`config.mk`:
```
export PLATFORM = sky130hd
export DESIGN_NAME = stack_engine
export DESIGN_NICKNAME = d
export VERILOG_FILES = /design/src/rtl/nam85_pkg.sv /design/src/rtl/stack_engine.sv
export SDC_FILE = /design/constraint.sdc
export NUM_CORES = 1
export LEC_CHECK = 0
export BUFFER_PORTS_ARGS = -buffer_cell sky130_fd_sc_hd__buf_4
export CORE_ASPECT_RATIO = 0.9
export CORE_MARGIN = 2
export CORE_UTILIZATION = 40
export CTS_BUF_LIST = sky130_fd_sc_hd__clkbuf_4
export DETAILED_ROUTE_END_ITERATION = 8
export PLACE_DENSITY = 0.72
export SLEW_MARGIN = 25
export SYNTH_ARGS = -nofsm -noshare
export SYNTH_HDL_FRONTEND = slang
export SYNTH_SLANG_ARGS = --single-unit
```
`constraint.sdc`:
```
create_clock -name clk -period 4.57 [get_ports clk]
set_input_delay 0.2285 -clock clk [delete_from_list [all_inputs] [get_ports clk]]
set_output_delay 0.2285 -clock clk [all_outputs]
set_load 0.02 [all_outputs]
```
`src/rtl/nam85_pkg.sv`:
```
// nam85_pkg: shared register indices, regfile ext-op/pair codes and stack sequencer states
package nam85_pkg;
    localparam logic [3:0] R_B  = 4'd0;
    localparam logic [3:0] R_C  = 4'd1;
    localparam logic [3:0] R_D  = 4'd2;
    localparam logic [3:0] R_E  = 4'd3;
    localparam logic [3:0] R_H  = 4'd4;
    localparam logic [3:0] R_L  = 4'd5;
    localparam logic [3:0] R_A  = 4'd6;
    localparam logic [3:0] R_F  = 4'd7;
    localparam logic [3:0] R_SP = 4'd8;
    localparam logic [3:0] R_PC = 4'd10;
    localparam logic [1:0] EXT_NONE = 2'b00;
    localparam logic [1:0] EXT_INC  = 2'b01;
    localparam logic [1:0] EXT_DCR  = 2'b10;
    localparam logic [1:0] EXT_INC2 = 2'b11;
    localparam logic [1:0] RP_BC  = 2'b00;
    localparam logic [1:0] RP_DE  = 2'b01;
    localparam logic [1:0] RP_HL  = 2'b10;
    localparam logic [1:0] RP_PSW = 2'b11;
    localparam logic STK_PUSH = 1'b0;
    localparam logic STK_POP  = 1'b1;
    typedef enum logic [3:0] {
        S_IDLE, S_RD_SP, S_RD_RP, S_WR_HI, S_WR_LO, S_RD_LO, S_RD_HI, S_WR_RP, S_UPD
    } stk_state_t;
    function automatic logic [3:0] pair_idx(input logic [1:0] rp);
        return {1'b0, rp, 1'b0};
    endfunction
endpackage

```
`src/rtl/stack_engine.sv`:
```
// stack_engine: multi-cycle PUSH/POP sequencer between control unit, regfile and memory bus
module stack_engine
    import nam85_pkg::*;
#(
    parameter logic [3:0] SP_IDX = R_SP
) (
    input  logic        clk,
    input  logic        rst,
    input  logic        cmd_valid,
    output logic        cmd_ready,
    input  logic        cmd_op,
    input  logic [1:0]  cmd_rp,
    output logic        busy,
    output logic        done,
    output logic [4:0]  rf_read_sel,
    output logic [4:0]  rf_write_sel,
    output logic        rf_write_en,
    output logic [1:0]  rf_ext_op,
    output logic [15:0] rf_data_in,
    input  logic [15:0] rf_out,
    output logic [15:0] mem_addr,
    output logic [7:0]  mem_wdata,
    output logic        mem_we,
    output logic        mem_re,
    input  logic [7:0]  mem_rdata,
    input  logic        mem_ready
);
    stk_state_t  state;
    logic        op_q;
    logic [1:0]  rp_q;
    logic [15:0] sp_q;
    logic [7:0]  val_q;
    logic [7:0]  lo_q;

    assign cmd_ready = (state == S_IDLE);
    assign busy      = (state != S_IDLE);

    // Sequencer: every output is set on the edge entering the state that needs it, memory states hold until mem_ready
    always_ff @(posedge clk) begin
        if (rst) begin
            state        <= S_IDLE;
            op_q         <= STK_PUSH;
            rp_q         <= RP_BC;
            sp_q         <= '0;
            val_q        <= '0;
            lo_q         <= '0;
            done         <= 1'b0;
            rf_read_sel  <= '0;
            rf_write_sel <= '0;
            rf_write_en  <= 1'b0;
            rf_ext_op    <= EXT_NONE;
            rf_data_in   <= '0;
            mem_addr     <= '0;
            mem_wdata    <= '0;
            mem_we       <= 1'b0;
            mem_re       <= 1'b0;
        end else begin
            done <= 1'b0;
            case (state)
                S_IDLE: if (cmd_valid) begin
                    op_q        <= cmd_op;
                    rp_q        <= cmd_rp;
                    rf_read_sel <= {1'b1, SP_IDX};
                    state       <= S_RD_SP;
                end
                S_RD_SP: begin
                    sp_q <= rf_out;
                    if (op_q == STK_PUSH) begin
                        rf_read_sel <= {1'b1, pair_idx(rp_q)};
                        state       <= S_RD_RP;
                    end else begin
                        rf_read_sel <= '0;
                        mem_addr    <= rf_out;
                        mem_re      <= 1'b1;
                        state       <= S_RD_LO;
                    end
                end
                S_RD_RP: begin
                    val_q       <= rf_out[7:0];
                    rf_read_sel <= '0;
                    mem_addr    <= sp_q - 16'd1;
                    mem_wdata   <= rf_out[15:8];
                    mem_we      <= 1'b1;
                    state       <= S_WR_HI;
                end
                S_WR_HI: if (mem_ready) begin
                    mem_addr  <= sp_q - 16'd2;
                    mem_wdata <= val_q;
                    state     <= S_WR_LO;
                end
                S_WR_LO: if (mem_ready) begin
                    mem_we       <= 1'b0;
                    mem_addr     <= '0;
                    mem_wdata    <= '0;
                    rf_write_en  <= 1'b1;
                    rf_write_sel <= {1'b1, SP_IDX};
                    rf_data_in   <= sp_q - 16'd2;
                    state        <= S_UPD;
                end
                S_RD_LO: if (mem_ready) begin
                    lo_q     <= mem_rdata;
                    mem_addr <= sp_q + 16'd1;
                    state    <= S_RD_HI;
                end
                S_RD_HI: if (mem_ready) begin
                    mem_re       <= 1'b0;
                    mem_addr     <= '0;
                    rf_write_en  <= 1'b1;
                    rf_write_sel <= {1'b1, pair_idx(rp_q)};
                    rf_data_in   <= {mem_rdata, lo_q};
                    state        <= S_WR_RP;
                end
                S_WR_RP: begin
                    rf_write_en  <= 1'b0;
                    rf_data_in   <= '0;
                    rf_write_sel <= {1'b1, SP_IDX};
                    rf_ext_op    <= EXT_INC2;
                    state        <= S_UPD;
                end
                S_UPD: begin
                    rf_write_en  <= 1'b0;
                    rf_ext_op    <= EXT_NONE;
                    rf_write_sel <= '0;
                    rf_data_in   <= '0;
                    done         <= 1'b1;
                    state        <= S_IDLE;
                end
                default: state <= S_IDLE;
            endcase
        end
    end
endmodule

```
[Word-level counts from Yosys, hierarchy flattened]
Index checks and enable logic that the tools add are counted.
Cells by class
  add/sub/neg operators: 3
  eq/ne operators: 15
  multiplexer cells: 31
  reductions and logical operators: 24
Operators with widths (count)
  two-way mux 16 bit: 5
  case mux 16 bit (5 select lines): 1
  case mux 16 bit (3 select lines): 1
  case mux 4 bit (8 select lines): 1
  case mux 8 bit (3 select lines): 1
  two-way mux 4 bit: 5
  two-way mux 5 bit: 4
  case mux 5 bit (4 select lines): 1
  adder 16 x 1 -> 16 bit (second input constant): 1
  equality test 4 x 3 -> 1 bit (second input constant): 4
  two-way mux 8 bit: 2
  subtractor 16 x 1 -> 16 bit (second input constant): 1
  subtractor 16 x 2 -> 16 bit (second input constant): 1
  case mux 5 bit (3 select lines): 1
  != test 2 bit (second input constant): 6
  AND reduction 3 bit: 4
  AND reduction 2 bit: 5
  AND reduction 5 bit: 2
  nonzero test 3 bit: 3
  equality test 4 x 2 -> 1 bit (second input constant): 2
  nonzero test 2 bit: 4
  nonzero test 4 bit: 2
  case mux 1 bit (2 select lines): 3
  nonzero test 5 bit: 1
  other kinds (8): 12
Storage, ports and cells
  logic and storage cells: 89
  output and inout port bits: 58
  bits of input ports: 31
  flip-flop bits (word level): 95

[Depth between registers and ports, before layout]
  depth in word-level cells: 4
  depth in mapped cells: 11

[Worst setup path after synthesis]
OpenSTA, ideal clock, no wires.
  kind: reg-to-reg
  start: register state[3]
  end: register mem_addr[12]
  clock period less this slack: 3073 ps
  path slack: 1497 ps
  stages on the path, launching flop included: 12
  data arrival time: 3004 ps
  cells stage by stage: dfxtp_1 clkbuf_1 nand2b_1 nor3_1 inv_1 ha_1 a21oi_1 o211a_1 or4_1 a21o_1 a21bo_1 a21oi_1
Between the ends
  cells in the longest elaborated chain, start to end: 4
  elaborated cells between the ends (all ways): 14
  those cells by class: 10 x eq/ne; 1 x mux; 3 x reduce/logical
RTL lines
  start: declaration: RTL line stack_engine.sv:28  | stk_state_t state;
  start signal: assignment: RTL line stack_engine.sv:41  | state <= S_IDLE;
  start signal: assignment: RTL line stack_engine.sv:64  | state <= S_RD_SP;
  start signal: assignment: RTL line stack_engine.sv:70  | state <= S_RD_RP;
  equality test 4 x 3 -> 1 bit: RTL line stack_engine.sv:59  | case (state)
  OR reduction 2 bit (no source line)
  nonzero test 5 bit (no source line) / != test 2 x 1 -> 1 bit (equally long branches)
  AND reduction 5 bit (no source line)
  end signal: assignment: RTL line stack_engine.sv:73  | mem_addr <= rf_out;
  end signal: assignment: RTL line stack_engine.sv:81  | mem_addr <= sp_q - 16'd1;
  end signal: assignment: RTL line stack_engine.sv:87  | mem_addr <= sp_q - 16'd2;
  end: declaration: RTL line stack_engine.sv:21  | output logic [15:0] mem_addr,
Several ways; a longest one is shown, not always the timed one.
A chain may end at the register's enable or synchronous reset.

[Worst setup path in the final report]
  start: register state[0]
  end: register mem_addr[15]
The elaborated chain is that of the path after synthesis.

==> flow_summary.yaml <==
placed_design:
  gp_congestion: 0.933
  dpl_hpwl_um: 10900
  port_buffers: 86
routing:
  avgRoutedWirePerCell_um: 17.8
  drt_wl_total_um: 14700
  vias: 4843
  drtAntennaViolNets: 0
  drc: 0
  drt_pass1_iterations: 6
  drtIter0Drc: 498
  routed_via_density: 5.87
worst_setup_path:
  timing_worst_setup_path_type: "reg2reg"
  crit_path_top_delay_cell: "sky130_fd_sc_hd__dfxtp_1"
  crit_path_cell_trace: "inv_2 > nor3_1 > inv_1 > ha_1 > nand3_1 > o211ai_1 > a21boi_0 > or4_1 > nand3_1"
  crit_path_max_cell_delay_ns: 0.75
  critPathMostFrequentCell: "sky130_fd_sc_hd__nand3_1"
  crit_required_ns: 4.98
  worstSetupEndpointType: "flop"
  timing.critical_path.arrival_ns: 4.22
  cp-start-kind: "flop"
  worstPathMaxFanout: 19
timing:
  worst_slew_pin_slew_ns: 0.989
  setup_tns_after_final_layout_ns: 0
  shortest_period_the_worst_path_allows_ns: 3.81
  skew_ns: 0.0143
  timing.final.max_slew_violations: 0
  report.final.setup_viol: 0
  max_freq_mhz: 263
  relSlewSlack: 0.338
  final.hold.worst_slack_ns: 0.0166
  report.final.hold_viol_count: 0
  rsz0062_at_grt: "false"
  post-route-period-util: 0.833
power:
  switching_share: 0.466
  p_int_uw: 2120
  p_comb_frac: 0.560
  power.ir.vdd_worst_uv: 301
  p_seq_frac: 0.298
  power_per_cell_area_mw_per_mm2: 686
  power_frac_clock: 0.142
  switchingPower_uw: 1850
  total_power_uw: 3960
  power.static_leakage_uw: 0.00238
floorplan:
  dieHeight_um: 109
  ios: 89
  row_count: 38
  start_util: 0.407
  die_area_mm2: 0.0131
  floorplan.core_area_mm2: 0.0120
  floorplan.die.width_um: 120
cts:
  cts_hold_buf: 0
  clk_path_buf_depth: 2
  clk_root_buffer_cell: "sky130_fd_sc_hd__clkbuf_4"
  clk_pin_slew_ns: 0.15
  tritoncts: "yes"
  cts_inserted_buffers: 9
  h-tree-depth: 3
  tritoncts_num_sinks: 92
  clock_latency_ns: 0.45
  postCtsSetupBuffers: 0
  post_cts_resize_count: 0
logic_synthesis:
  synth_flop_cell: "sky130_fd_sc_hd__dfxtp_1"
  postSynth.asyncResetShare: 0
  fraction_of_the_yosys_area_taken_by_sequential_cells: 0.378
  synth.yosys.warnings: 0
  yosysUniqueCellTypes: 67
  synth_area_mm2: 0.00488
  seq_cells_post_synth: 92
  postSynthCellCount: 600
  number_of_enable_flip_flop_cells_after_synthesis: 0
  postSynthAreaPerCell_um2: 8.13
final_layout:
  areaGrowthSynthToFinish_pct: 18.4
  n_antenna_cell: 0
  final.fill_count: 1180
  multi_input_comb_area_mm2: 0.00284
  seqCellArea_mm2: 0.00184
  nets: 710
  final_layout_size_suffix_gt1_frac: 0.182
status:
  status: "finished clean"
grt:
  total_routing_usage_gr: 0.227
  number_of_global_route_vias_before_repair: 4572
  grt_first_pass_wirelength_um: 23500
  gr-total-overflow: 0
  pin_count_of_the_biggest_net_entering_global_routing: 90
  grt_antenna_before_repair: 0
run:
  cap_violations: 0
hold_path:
  worstHoldPathType: "in2reg"
==> logic make-up after synthesis <==
kind of cell               after synthesis  share of synthesized area
adders and majority gates               18                     0.0477
muxes                                    9                     0.0185
DFF                                     92                      0.378
xor gates and xnor gates                20                     0.0359
buffers and inverters                   54                     0.0462
AOI/OAI and AO/OA                      173                      0.246
and+or+nand+nor                        233                      0.227
other                                    1                   0.000769
==> path summary, 6_finish.rpt <==
path                 from            to  slack (ns)  cells past startpoint
max              state[0]  mem_addr[15]        0.76                      9
min reg2reg      val_q[3]      val_q[3]        0.47                      2
max reg2reg      state[0]  mem_addr[15]        0.76                      9
min          mem_rdata[4]       lo_q[4]        0.02                      3
==> layout make-up <==
type,instances,share of cell area
repair buffers,88,0.114
well taps,160,0.0347
multi-input cells,455,0.491
flip-flops and latches,92,0.319
clock inverters,6,0.0193
clock buffers,9,0.0117
inverters,15,0.00975
==> critical path: cells and delay by family (launching register included) <==
kind,cells,cell delay (ns)
adder cells (fa/ha/maj),1,0.52
flip-flops,1,0.75
AO/OA/AOI/OAI,2,0.72
AND/OR/NAND/NOR,4,1.16
buffers and inverters,2,0.60
==> synth_stat cells (4+ instances only) <==
cell type	count	area [µm²]
sky130_fd_sc_hd__dfxtp_1	92	1840
sky130_fd_sc_hd__a31oi_1	4	25.0
sky130_fd_sc_hd__nand2_1	78	293
sky130_fd_sc_hd__nor3_1	24	120
sky130_fd_sc_hd__nand2b_1	4	25.0
sky130_fd_sc_hd__and3_1	4	25.0
sky130_fd_sc_hd__o21ai_0	10	50.1
sky130_fd_sc_hd__a211oi_1	20	150
sky130_fd_sc_hd__a21oi_1	53	265
sky130_fd_sc_hd__a221oi_1	21	184
sky130_fd_sc_hd__o21ai_1	6	30.0
sky130_fd_sc_hd__a222oi_1	7	70.1
sky130_fd_sc_hd__buf_2	9	45.0
sky130_fd_sc_hd__nor2_1	67	251
sky130_fd_sc_hd__nand3_1	17	85.1
sky130_fd_sc_hd__xnor2_1	9	78.8
sky130_fd_sc_hd__inv_1	13	48.8
sky130_fd_sc_hd__ha_1	17	213
sky130_fd_sc_hd__nor2b_1	4	25.0
sky130_fd_sc_hd__xor2_1	11	96.3
sky130_fd_sc_hd__nor4_1	5	31.3
sky130_fd_sc_hd__a21o_1	8	60.1
sky130_fd_sc_hd__mux2i_1	9	90.1
sky130_fd_sc_hd__a22oi_1	11	82.6
sky130_fd_sc_hd__clkbuf_1	25	93.8
==> cell usage in the layout, fill, tap and decap left out, drive strengths merged, types with 4 or more instances in the layout <==
cell | synthesis | layout
and3 | 4 | 4
o21ai | 16 | 16
nor4 | 6 | 6
nand2 | 78 | 78
nor3 | 27 | 27
a221oi | 21 | 21
a21o | 8 | 8
a222oi | 7 | 7
nor2 | 69 | 69
buf | 14 | 88
nor2b | 4 | 4
nand3 | 17 | 17
xnor2 | 9 | 9
ha | 17 | 17
a21oi | 54 | 54
inv | 15 | 16
xor2 | 11 | 11
a31oi | 4 | 4
mux2i | 9 | 9
a211oi | 20 | 20
nand2b | 4 | 4
dfxtp | 92 | 92
a22oi | 11 | 11
clkbuf | 25 | 9
==> registers in the layout (all words and copies together) (netlist names), 2 cells and up <==
register      count
lo_q              8
mem_addr         16
mem_wdata         8
rf_data_in       16
rf_read_sel       4
rf_write_sel      4
rp_q              2
sp_q             16
state             4
val_q             8
==> metal layers <==
metal	vias to the layer above	global-route usage	routed length [µm]
met2	241	0.343	6310
met5	-	0	0
met3	29	0.0596	1490
li1	2324	-	-
met4	0	0.0748	362
met1	2249	0.314	6520
==> power groups by stage <==
stage                     registers, µW  logic [µW]  clock network (µW)
after floorplan                    1280        1410                   0
after global placement             1190        2130                   0
after detailed placement           1200        2170                   0
after CTS                          1180        2180                 565
after global routing               1200        2430                 595
final                              1180        2220                 563
==> stage by stage <==
step                      std cells  setup WS [ns]   util  cell area [µm²]
final                           825          0.761  0.482             5780
after detailed placement        810          0.911  0.466             5590
after CTS                       825          0.879  0.481             5770
after global routing            825          0.604  0.482             5780
after global placement          810           1.04  0.466             5580
after floorplan                 601           1.50      -             4880
(Power assumes the default switching activity.)
